--- config.mk ---
export PLATFORM = sky130hd
export DESIGN_NAME = fetch_unit
export DESIGN_NICKNAME = d
export VERILOG_FILES = /design/src/rtl/cpu_defs_pkg.sv /design/src/rtl/next_pc_calc.sv /design/src/rtl/fetch_unit.sv
export SDC_FILE = /design/constraint.sdc
export NUM_CORES = 1
export LEC_CHECK = 0
export CAP_MARGIN = 20
export CORE_ASPECT_RATIO = 0.9
export CORE_MARGIN = 3
export CORE_UTILIZATION = 44
export CTS_BUF_LIST = sky130_fd_sc_hd__clkbuf_2 sky130_fd_sc_hd__clkbuf_4 sky130_fd_sc_hd__clkbuf_8
export DETAILED_ROUTE_END_ITERATION = 16
export HOLD_SLACK_MARGIN = 0.12
export PLACE_DENSITY = 0.84
export SLEW_MARGIN = 25
export SYNTH_ARGS = -nofsm -noshare
export SYNTH_HDL_FRONTEND = slang
export SYNTH_SLANG_ARGS = --single-unit
--- constraint.sdc ---
create_clock -name clk -period 2.75 [get_ports clk]
set_clock_uncertainty 0.2 [all_clocks]
set_input_delay 0.55 -clock clk [delete_from_list [all_inputs] [get_ports clk]]
set_output_delay 0.55 -clock clk [all_outputs]
set_load 0.05 [all_outputs]
--- src/rtl/cpu_defs_pkg.sv ---
// Shared definitions for the MIPS core: text segment base, redirect select
// encodings, fetch FSM states and the NOP encoding used for pipeline bubbles.
package cpu_defs_pkg;

  localparam logic [31:0] TEXT_BASE = 32'h0040_0000;

  localparam logic [1:0] SEL_BR = 2'b00;
  localparam logic [1:0] SEL_J  = 2'b01;
  localparam logic [1:0] SEL_JR = 2'b10;

  localparam logic [31:0] NOP_INSTR = 32'h0000_0000;

  typedef enum logic [1:0] {
    BOOT = 2'd0,
    RUN  = 2'd1,
    HALT = 2'd2
  } fetch_state_e;

endpackage

--- src/rtl/next_pc_calc.sv ---
// Combinational next-PC selection (sequential, branch, jump, jump-register)
// and the alignment / instruction-memory range check on the current PC.
module next_pc_calc
  import cpu_defs_pkg::*;
#(
  parameter logic [31:0] TEXT_BASE = cpu_defs_pkg::TEXT_BASE,
  parameter int          IMEM_AW   = 11
) (
  input  logic [31:0] pc,
  input  logic [31:0] id_pc_plus4,
  input  logic        redirect,
  input  logic [1:0]  redirect_sel,
  input  logic [15:0] br_offset,
  input  logic [25:0] j_target,
  input  logic [31:0] jr_addr,
  output logic [31:0] pc_plus4,
  output logic        redir_take,
  output logic [31:0] redir_target,
  output logic        fault
);

  localparam logic [31:0] IMEM_BYTES = 32'd4 << IMEM_AW;

  logic [31:0] br_target;
  logic [31:0] j_addr;
  logic [31:0] pc_off;

  assign pc_plus4  = pc + 32'd4;
  assign br_target = id_pc_plus4 + {{14{br_offset[15]}}, br_offset, 2'b00};
  assign j_addr    = {id_pc_plus4[31:28], j_target, 2'b00};

  // Unsigned offset makes a PC below the text base wrap high and fail the range test.
  assign pc_off = pc - TEXT_BASE;
  assign fault  = (pc[1:0] != 2'b00) || (pc_off >= IMEM_BYTES);

  always_comb begin
    redir_take   = redirect;
    redir_target = pc_plus4;
    case (redirect_sel)
      SEL_BR:  redir_target = br_target;
      SEL_J:   redir_target = j_addr;
      SEL_JR:  redir_target = jr_addr;
      default: redir_take   = 1'b0;
    endcase
  end

endmodule

--- src/rtl/fetch_unit.sv ---
// Instruction-fetch stage: PC register, BOOT/RUN/HALT control and the IF/ID
// pipeline register feeding decode.
module fetch_unit
  import cpu_defs_pkg::*;
#(
  parameter logic [31:0] TEXT_BASE = cpu_defs_pkg::TEXT_BASE,
  parameter int          IMEM_AW   = 11
) (
  input  logic               clk,
  input  logic               rst_n,
  input  logic               stall,
  input  logic               redirect,
  input  logic [1:0]         redirect_sel,
  input  logic [15:0]        br_offset,
  input  logic [25:0]        j_target,
  input  logic [31:0]        jr_addr,
  output logic [IMEM_AW-1:0] imem_addr,
  input  logic [31:0]        imem_instr,
  output logic [31:0]        id_instr,
  output logic [31:0]        id_pc,
  output logic [31:0]        id_pc_plus4,
  output logic               id_valid,
  output logic               fetch_fault
);

  fetch_state_e state_q, state_d;
  logic [31:0]  pc_q, pc_d;
  logic [31:0]  id_instr_q, id_instr_d;
  logic [31:0]  id_pc_q, id_pc_d;
  logic [31:0]  id_pc_plus4_q, id_pc_plus4_d;
  logic         id_valid_q, id_valid_d;
  logic         fetch_fault_q, fetch_fault_d;

  logic [31:0]  pc_plus4;
  logic         redir_take;
  logic [31:0]  redir_target;
  logic         fault;
  logic [31:0]  pc_off;

  next_pc_calc #(
    .TEXT_BASE (TEXT_BASE),
    .IMEM_AW   (IMEM_AW)
  ) u_next_pc_calc (
    .pc           (pc_q),
    .id_pc_plus4  (id_pc_plus4_q),
    .redirect     (redirect),
    .redirect_sel (redirect_sel),
    .br_offset    (br_offset),
    .j_target     (j_target),
    .jr_addr      (jr_addr),
    .pc_plus4     (pc_plus4),
    .redir_take   (redir_take),
    .redir_target (redir_target),
    .fault        (fault)
  );

  assign pc_off    = pc_q - TEXT_BASE;
  assign imem_addr = pc_off[IMEM_AW+1:2];

  always_ff @(posedge clk or negedge rst_n) begin
    if (!rst_n) state_q <= BOOT;
    else        state_q <= state_d;
  end

  always_comb begin
    state_d = state_q;
    case (state_q)
      BOOT:    state_d = RUN;
      RUN:     if (fault) state_d = HALT;
      HALT:    state_d = HALT;
      default: state_d = HALT;
    endcase
  end

  // Fault outranks stall so a bad PC can never linger behind a load-use hold.
  always_comb begin
    pc_d          = pc_q;
    id_instr_d    = id_instr_q;
    id_pc_d       = id_pc_q;
    id_pc_plus4_d = id_pc_plus4_q;
    id_valid_d    = id_valid_q;
    fetch_fault_d = fetch_fault_q;
    if (state_q == RUN) begin
      if (fault || (!stall && redir_take)) begin
        id_instr_d    = NOP_INSTR;
        id_pc_d       = 32'd0;
        id_pc_plus4_d = 32'd0;
        id_valid_d    = 1'b0;
        if (fault) fetch_fault_d = 1'b1;
        else       pc_d          = redir_target;
      end else if (!stall) begin
        pc_d          = pc_plus4;
        id_instr_d    = imem_instr;
        id_pc_d       = pc_q;
        id_pc_plus4_d = pc_plus4;
        id_valid_d    = 1'b1;
      end
    end
  end

  always_ff @(posedge clk or negedge rst_n) begin
    if (!rst_n) begin
      pc_q          <= TEXT_BASE;
      id_instr_q    <= NOP_INSTR;
      id_pc_q       <= 32'd0;
      id_pc_plus4_q <= 32'd0;
      id_valid_q    <= 1'b0;
      fetch_fault_q <= 1'b0;
    end else begin
      pc_q          <= pc_d;
      id_instr_q    <= id_instr_d;
      id_pc_q       <= id_pc_d;
      id_pc_plus4_q <= id_pc_plus4_d;
      id_valid_q    <= id_valid_d;
      fetch_fault_q <= fetch_fault_d;
    end
  end

  assign id_instr    = id_instr_q;
  assign id_pc       = id_pc_q;
  assign id_pc_plus4 = id_pc_plus4_q;
  assign id_valid    = id_valid_q;
  assign fetch_fault = fetch_fault_q;

endmodule

Word level (Yosys, flattened, before mapping)
Index checks and enable logic that the tools add are counted.
{ "op_classes": {"n_addsub": 3, "n_mux": 14, "n_eq_ne": 6, "n_reduce_logical": 11, "magnitude_cmp": 1} }
{ "op_table": {"columns": ["cell", "count"], "rows": [
  ["two-way mux 32 bit", 8],
  ["case mux 32 bit (3 select lines)", 1],
  ["adder 32 x 3 -> 32 bit (second input constant)", 1],
  ["adder 32 bit", 1],
  [">= comparator 32 x 14 -> 1 bit (second input constant)", 1],
  ["subtractor 32 x 23 -> 32 bit (second input constant)", 1],
  ["AND reduction 3 bit", 2],
  ["equality test 2 x 1 -> 1 bit (second input constant)", 2],
  ["zero test 2 bit", 2],
  ["inequality test 2 bit (second input constant)", 2],
  ["case mux 2 bit (2 select lines)", 1],
  ["two-way mux 1 bit", 3],
  ["OR reduction 3 bit", 1],
  ["equality test 2 bit (second input constant)", 1],
  ["logical OR 1 bit", 2],
  ["two-way mux 2 bit", 1],
  ["inequality test 2 x 1 -> 1 bit (second input constant)", 1],
  ["AND reduction 2 bit", 1],
  ["nonzero test 2 bit", 1],
  ["logical AND 1 bit", 1],
  ["zero test 1 bit", 1]
]} }
{ "totals": {"reg_bits": 132, "out_inout_bits": 109, "input_bits": 112, "wordCells": 42} }

Longest topological paths before layout
Gate-level depths: netlist of run 1.
{ "logic_depth": {"depth_word": 7, "depth_mapped": 12} }

Modules after synthesis
Synthesis of run 1 repeated with hierarchy kept, for this count alone.
{ "unflattened": {"cells_unflattened": 858, "hier_area_um2": 8458.1} }
{ "modules_own_cells": {"columns": ["module", "cells_each", "area_each_um2", "n_inst"], "rows": [
  ["fetch_unit", 411, 5109.9, 1],
  ["next_pc_calc", 447, 3348.2, 1]
]} }

Worst setup path before layout of run 1
OpenSTA, ideal clock, no wires.
{ "synth_timing": {"path_type": "register to register", "from": "reg id_pc_plus4_q[2] (netlist: id_pc_plus4[2])", "to": "reg pc_q[20]", "path_buffers": 0, "arrival_time_ns": 2.944, "stages_incl_launch_ff": 13, "setup_ns": 0.133, "slack_ns": -0.527, "required_ns": 2.417, "path_cell_list": "dfrtp_1 > ha_1 > fa_1 > a21o_1 > a21oi_1 > o21ai_2 > a31oi_1 > a21o_2 > o21bai_1 > xnor2_1 > nor2_1 > a2111oi_0 > o21bai_1"} }
{ "synth_between": {"elab_chain_len": 4} }
{ "synth_rtl": {"columns": ["element", "line", "source"], "rows": [
  ["start, declared", "fetch_unit.sv:30", "logic [31:0] id_pc_plus4_q, id_pc_plus4_d;"],
  ["start signal, assigned", "fetch_unit.sv:113", "id_pc_plus4_q <= id_pc_plus4_d;"],
  ["adder 32 bit", "next_pc_calc.sv:29", "assign br_target = id_pc_plus4 + {{14{br_offset[15]}}, br_offset, 2'b00};"],
  ["case mux 32 bit (3 select lines)", "next_pc_calc.sv:39", "case (redirect_sel)"],
  ["two-way mux 32 bit", "fetch_unit.sv:89", "if (fault) fetch_fault_d = 1'b1;"],
  ["two-way mux 32 bit", "fetch_unit.sv:84", "if (fault || (!stall && redir_take)) begin"],
  ["end signal, assigned", "fetch_unit.sv:110", "pc_q <= pc_d;"],
  ["end, declared", "fetch_unit.sv:27", "logic [31:0] pc_q, pc_d;"]
]} }
Every way passes these cells. The select of a mux whose other input is x is not followed.
A chain may end at the register's enable or synchronous reset.

Final worst setup path of run 1
{ "layout_timing": {"from": "reg id_pc_plus4_q[3] (netlist: id_pc_plus4[3])", "to": "reg pc_q[31]"} }
The elaborated chain is that of the path after synthesis.

==> results.md, run 1 <==
- Status: finished with violations
- Failing checks: negative setup slack
- First-pass GRT wire length: 35.5 mm
- Core Area: 0.0155 mm²
- Switching pwr: 0.00114 W
- Crit. End Element: flip-flop
- Top_reg_cell synth: dfrtp_1
- # clock sinks: 130
- 1st-iter DRT viols: 565
- Die area: 0.0176 mm²
- Nature of the critical path startpoint: flip-flop
- I/O Buffers: 220
- Maximum vdd drop: 0.297 mV
- Yosys top cell area share: 45.8%
- FF+latch area: 0.00327 mm²
- HP Class: flip-flop to flip-flop
- Layout cells sized above 1: 23.3%
- Mapped Avg Cell Area: 9.91 µm²
- WP data arrival: 3.04 ns
- Final Non-Filler Cells: 1,228
- Post-synthesis register bit count: 130
- Die span in y: 126 µm
- Crit path kind: flip-flop to flip-flop
- Initial Util: 45.3%
- Gr ovfl total: 0
- Placed Cells: about 1,200
- Top-Level Pins: roughly 220
- Wire per inst: 18.7 µm
- Multi-input gate area: 0.00391 mm²
- Setup ws final: -0.161 ns
- EDFF count, synth: 0
- Period minus WS final: 2.91 ns
- Antenna Cells: 0
- Seq/Total Area, Yosys: 46.2%
- DR pass1 iterations: 7
- DR vias/cell: 5.51
- Fill cell count: between 1,000 and 1,500
- Pint: 0.00304 W
- Synth unique cells: 63
- NumNets Final: 1,158
- Die width: between 100 and 150 µm
- Part of the power in registers: 47.2%
- CTS tree: done
- Synth area leaders: dfrtp_1, ha_1, a22o_1
- Netlist Area Pre-Place: around 0.007 mm²
- WHS: 0.272 ns
- Leak: around 5 nW
- RSZ-0062 raised after global routing: true
- Total Routed Length: approximately 23 mm
- FFs w/ async S/R, synth: 100%
- Antenna viol nets, final: 0
- CP Max Fanout: 3
- Reg clk slew, reported paths: 0.08 ns
- Max-cap violations: 0
- Worst skew pair latency: 0.45 ns
- Total Routing Usage GR: 25.3%
- H-tree depth: 4
- Final hold violations: 0
- Number of global-route vias before repair: approximately 6,700
- Routability cong.: 0.912
- Largest area contributor in the netlist: dfrtp_1
- Tcrit/Tclk final: 106%
- Gate power share: around 15%
- Setup Viol. Count Final: 14
- Drt drc: 0
- Slew @ Worst Pin: 0.596 ns
- Yosys warns: 0
- Via count: 6,767
- Clock root buffer: clkbuf_8
- Synthesized Nets: 855
- CTS Buf Count: 17
- Bufs on Longest Clock Path: 2
- Maximum clock frequency: 0.343 GHz
- Largest net degree at the start of global routing: 67
- Dpl hpwl: about 16 mm
- Number of core rows: 43
- Max-slew violations: 0
- Worst Path Required: 2.87 ns
- Initial antenna violation count: 0
- Slew headroom: between 60% and 70%
- Area Overhead vs Synth: 56.1%
- PD cells: approximately 380 mW/mm²
- Clock power share: 37.5%
- Cells after Synth: 711
- Sw frac: 27.3%
-- cell families (layout without fill, tap and decap cells) --
| logic type | count (synthesis) | count (layout) | share of synthesized area [%] |
|---|---|---|---|
| buffers and inverters | 64 | 379 | 4.90 |
| XOR/XNOR | 36 | 36 | 4.48 |
| multiplexers | 7 | 7 | 1.05 |
| AND/OR/NAND/NOR | 214 | 214 | 15.4 |
| AO/OA/AOI/OAI | 228 | 228 | 22.2 |
| adder cells (fa/ha/maj) | 32 | 32 | 5.79 |
| flip-flops | 130 | 130 | 46.2 |
-- path summary, 6_finish.rpt --
check / startpoint / endpoint / slack [ns] / depth (start not counted)
hold reg to reg: pc_q[19]$_DFFE_PN0P_ / pc_q[19]$_DFFE_PN0P_ / 0.27 / 1
hold / removal: pc_q[19]$_DFFE_PN0P_ / pc_q[19]$_DFFE_PN0P_ / 0.27 / 1
setup reg to reg: id_pc_plus4[3]$_DFFE_PN0P_ / pc_q[31]$_DFFE_PN0P_ / -0.16 / 12
setup / recovery: id_pc_plus4[3]$_DFFE_PN0P_ / pc_q[31]$_DFFE_PN0P_ / -0.16 / 12
min in group asynchronous: rst_n / id_pc[22]$_DFFE_PN0P_ / 0.33 / 2
max in group asynchronous: rst_n / id_pc[25]$_DFFE_PN0P_ / 1.32 / 3
-- cell type report --
type | count | share of cell area [%]
Sequential cell | 130 | 29.8
Inverter | 15 | 0.512
Clock inverter | 11 | 0.944
Tap cell | 202 | 2.30
Clock buffer | 20 | 2.50
Multi-Input combinational cell | 517 | 35.6
Timing Repair Buffer | 333 | 28.4
-- through the flow --
stage          util [%]  area (µm²)  total power, W  setup TNS, ns  setup WS, ns
2_1_floorplan         -        7260         0.00228         -0.642        -0.169
3_3_place_gp       65.9       10200         0.00261         -14.23        -0.733
3_5_place_dp       65.9       10200         0.00262         -15.60        -0.809
4_1_cts            69.6       10800         0.00420         -0.868        -0.160
5_1_grt            70.7       11000         0.00435          -2.84        -0.325
6_report           70.7       11000         0.00418         -0.977        -0.161
-- layout by cell type (no fill, tap or decap), types with 18 or more instances in the layout --
master             n
xnor2_1           18
a21o_1            18
clkdlybuf4s50_1  202
a21oi_1           35
nor2_1            38
dfrtp_1          113
clkbuf_8          20
and2_1            38
nand2_1           73
buf_4            101
o21ai_0           35
a22o_1            40
-- power groups by stage --
| stage | Combinational [W] | Clock (W) | Sequential, W |
|---|---|---|---|
| 2_1_floorplan | 0.000277 | 0 | 0.00200 |
| 3_3_place_gp | 0.000598 | 0 | 0.00201 |
| 3_5_place_dp | 0.000606 | 0 | 0.00201 |
| 4_1_cts | 0.000617 | 0.00161 | 0.00197 |
| 5_1_grt | 0.000687 | 0.00168 | 0.00198 |
| 6_report | 0.000638 | 0.00157 | 0.00197 |
-- per-layer routing --
metal | part of all wire, % | up-vias | track usage [%]
met5 | 0 | - | 0
met4 | 2.1 | 0 | 8.06
met3 | 9.2 | 50 | 7.21
met2 | 46 | 374 | 38.4
met1 | 43 | 3210 | 35.3
li1 | - | 3133 | -
-- synthesized netlist by cell type, types with 8 or more instances --
master    instances
xnor2_1          22
a21o_1           19
a22o_1           40
nor3_1            9
nand3_1          12
dfrtp_1         129
and2_1           38
buf_4            13
inv_1            14
o21ai_0          52
ha_1             31
o21bai_1         15
a31oi_1          10
a21oi_1          47
nand2b_1          8
nor2_1           38
nand2_1          75
clkbuf_1         29
xor2_1           14
-- worst max-delay path, stage by stage, from the launching register on --
cell and delay, ns:
dfrtp_2 0.48, ha_4 0.30, a21oi_4 0.06, o211ai_1 0.15, buf_4 0.18, a41oi_2 0.14
a31o_1 0.26, and3_4 0.15, o31a_1 0.29, nor4b_2 0.29, a211oi_2 0.06, mux2i_1 0.16
a21oi_1 0.06
-- state kept, by name, summed over array words and instances (netlist names) --
| name | cells |
|---|---|
| id_valid | 1 |
| state_q | 2 |
| id_pc | 32 |
| id_pc_plus4 | 30 |
| id_instr | 32 |
| fetch_fault | 1 |
| pc_q | 32 |
-- repair_timing --
| action | CTS | global route |
|---|---|---|
| resized for setup | 48 | 35 |
| hold buffers | 1 | 0 |
| pin swaps | 42 | 40 |
| setup buffers | 9 | 4 |
| setup endpoints to repair | 20 | 23 |
| endpoints found under the hold margin | 98 | 0 |
Power figures use the tool's default switching activity.
==> run 2: changes to the inputs <==
Settings changed: CAP_MARGIN 20 to default.
==> results of run 2 <==
Final layout, timing and power as in run 1 (identical DEF).
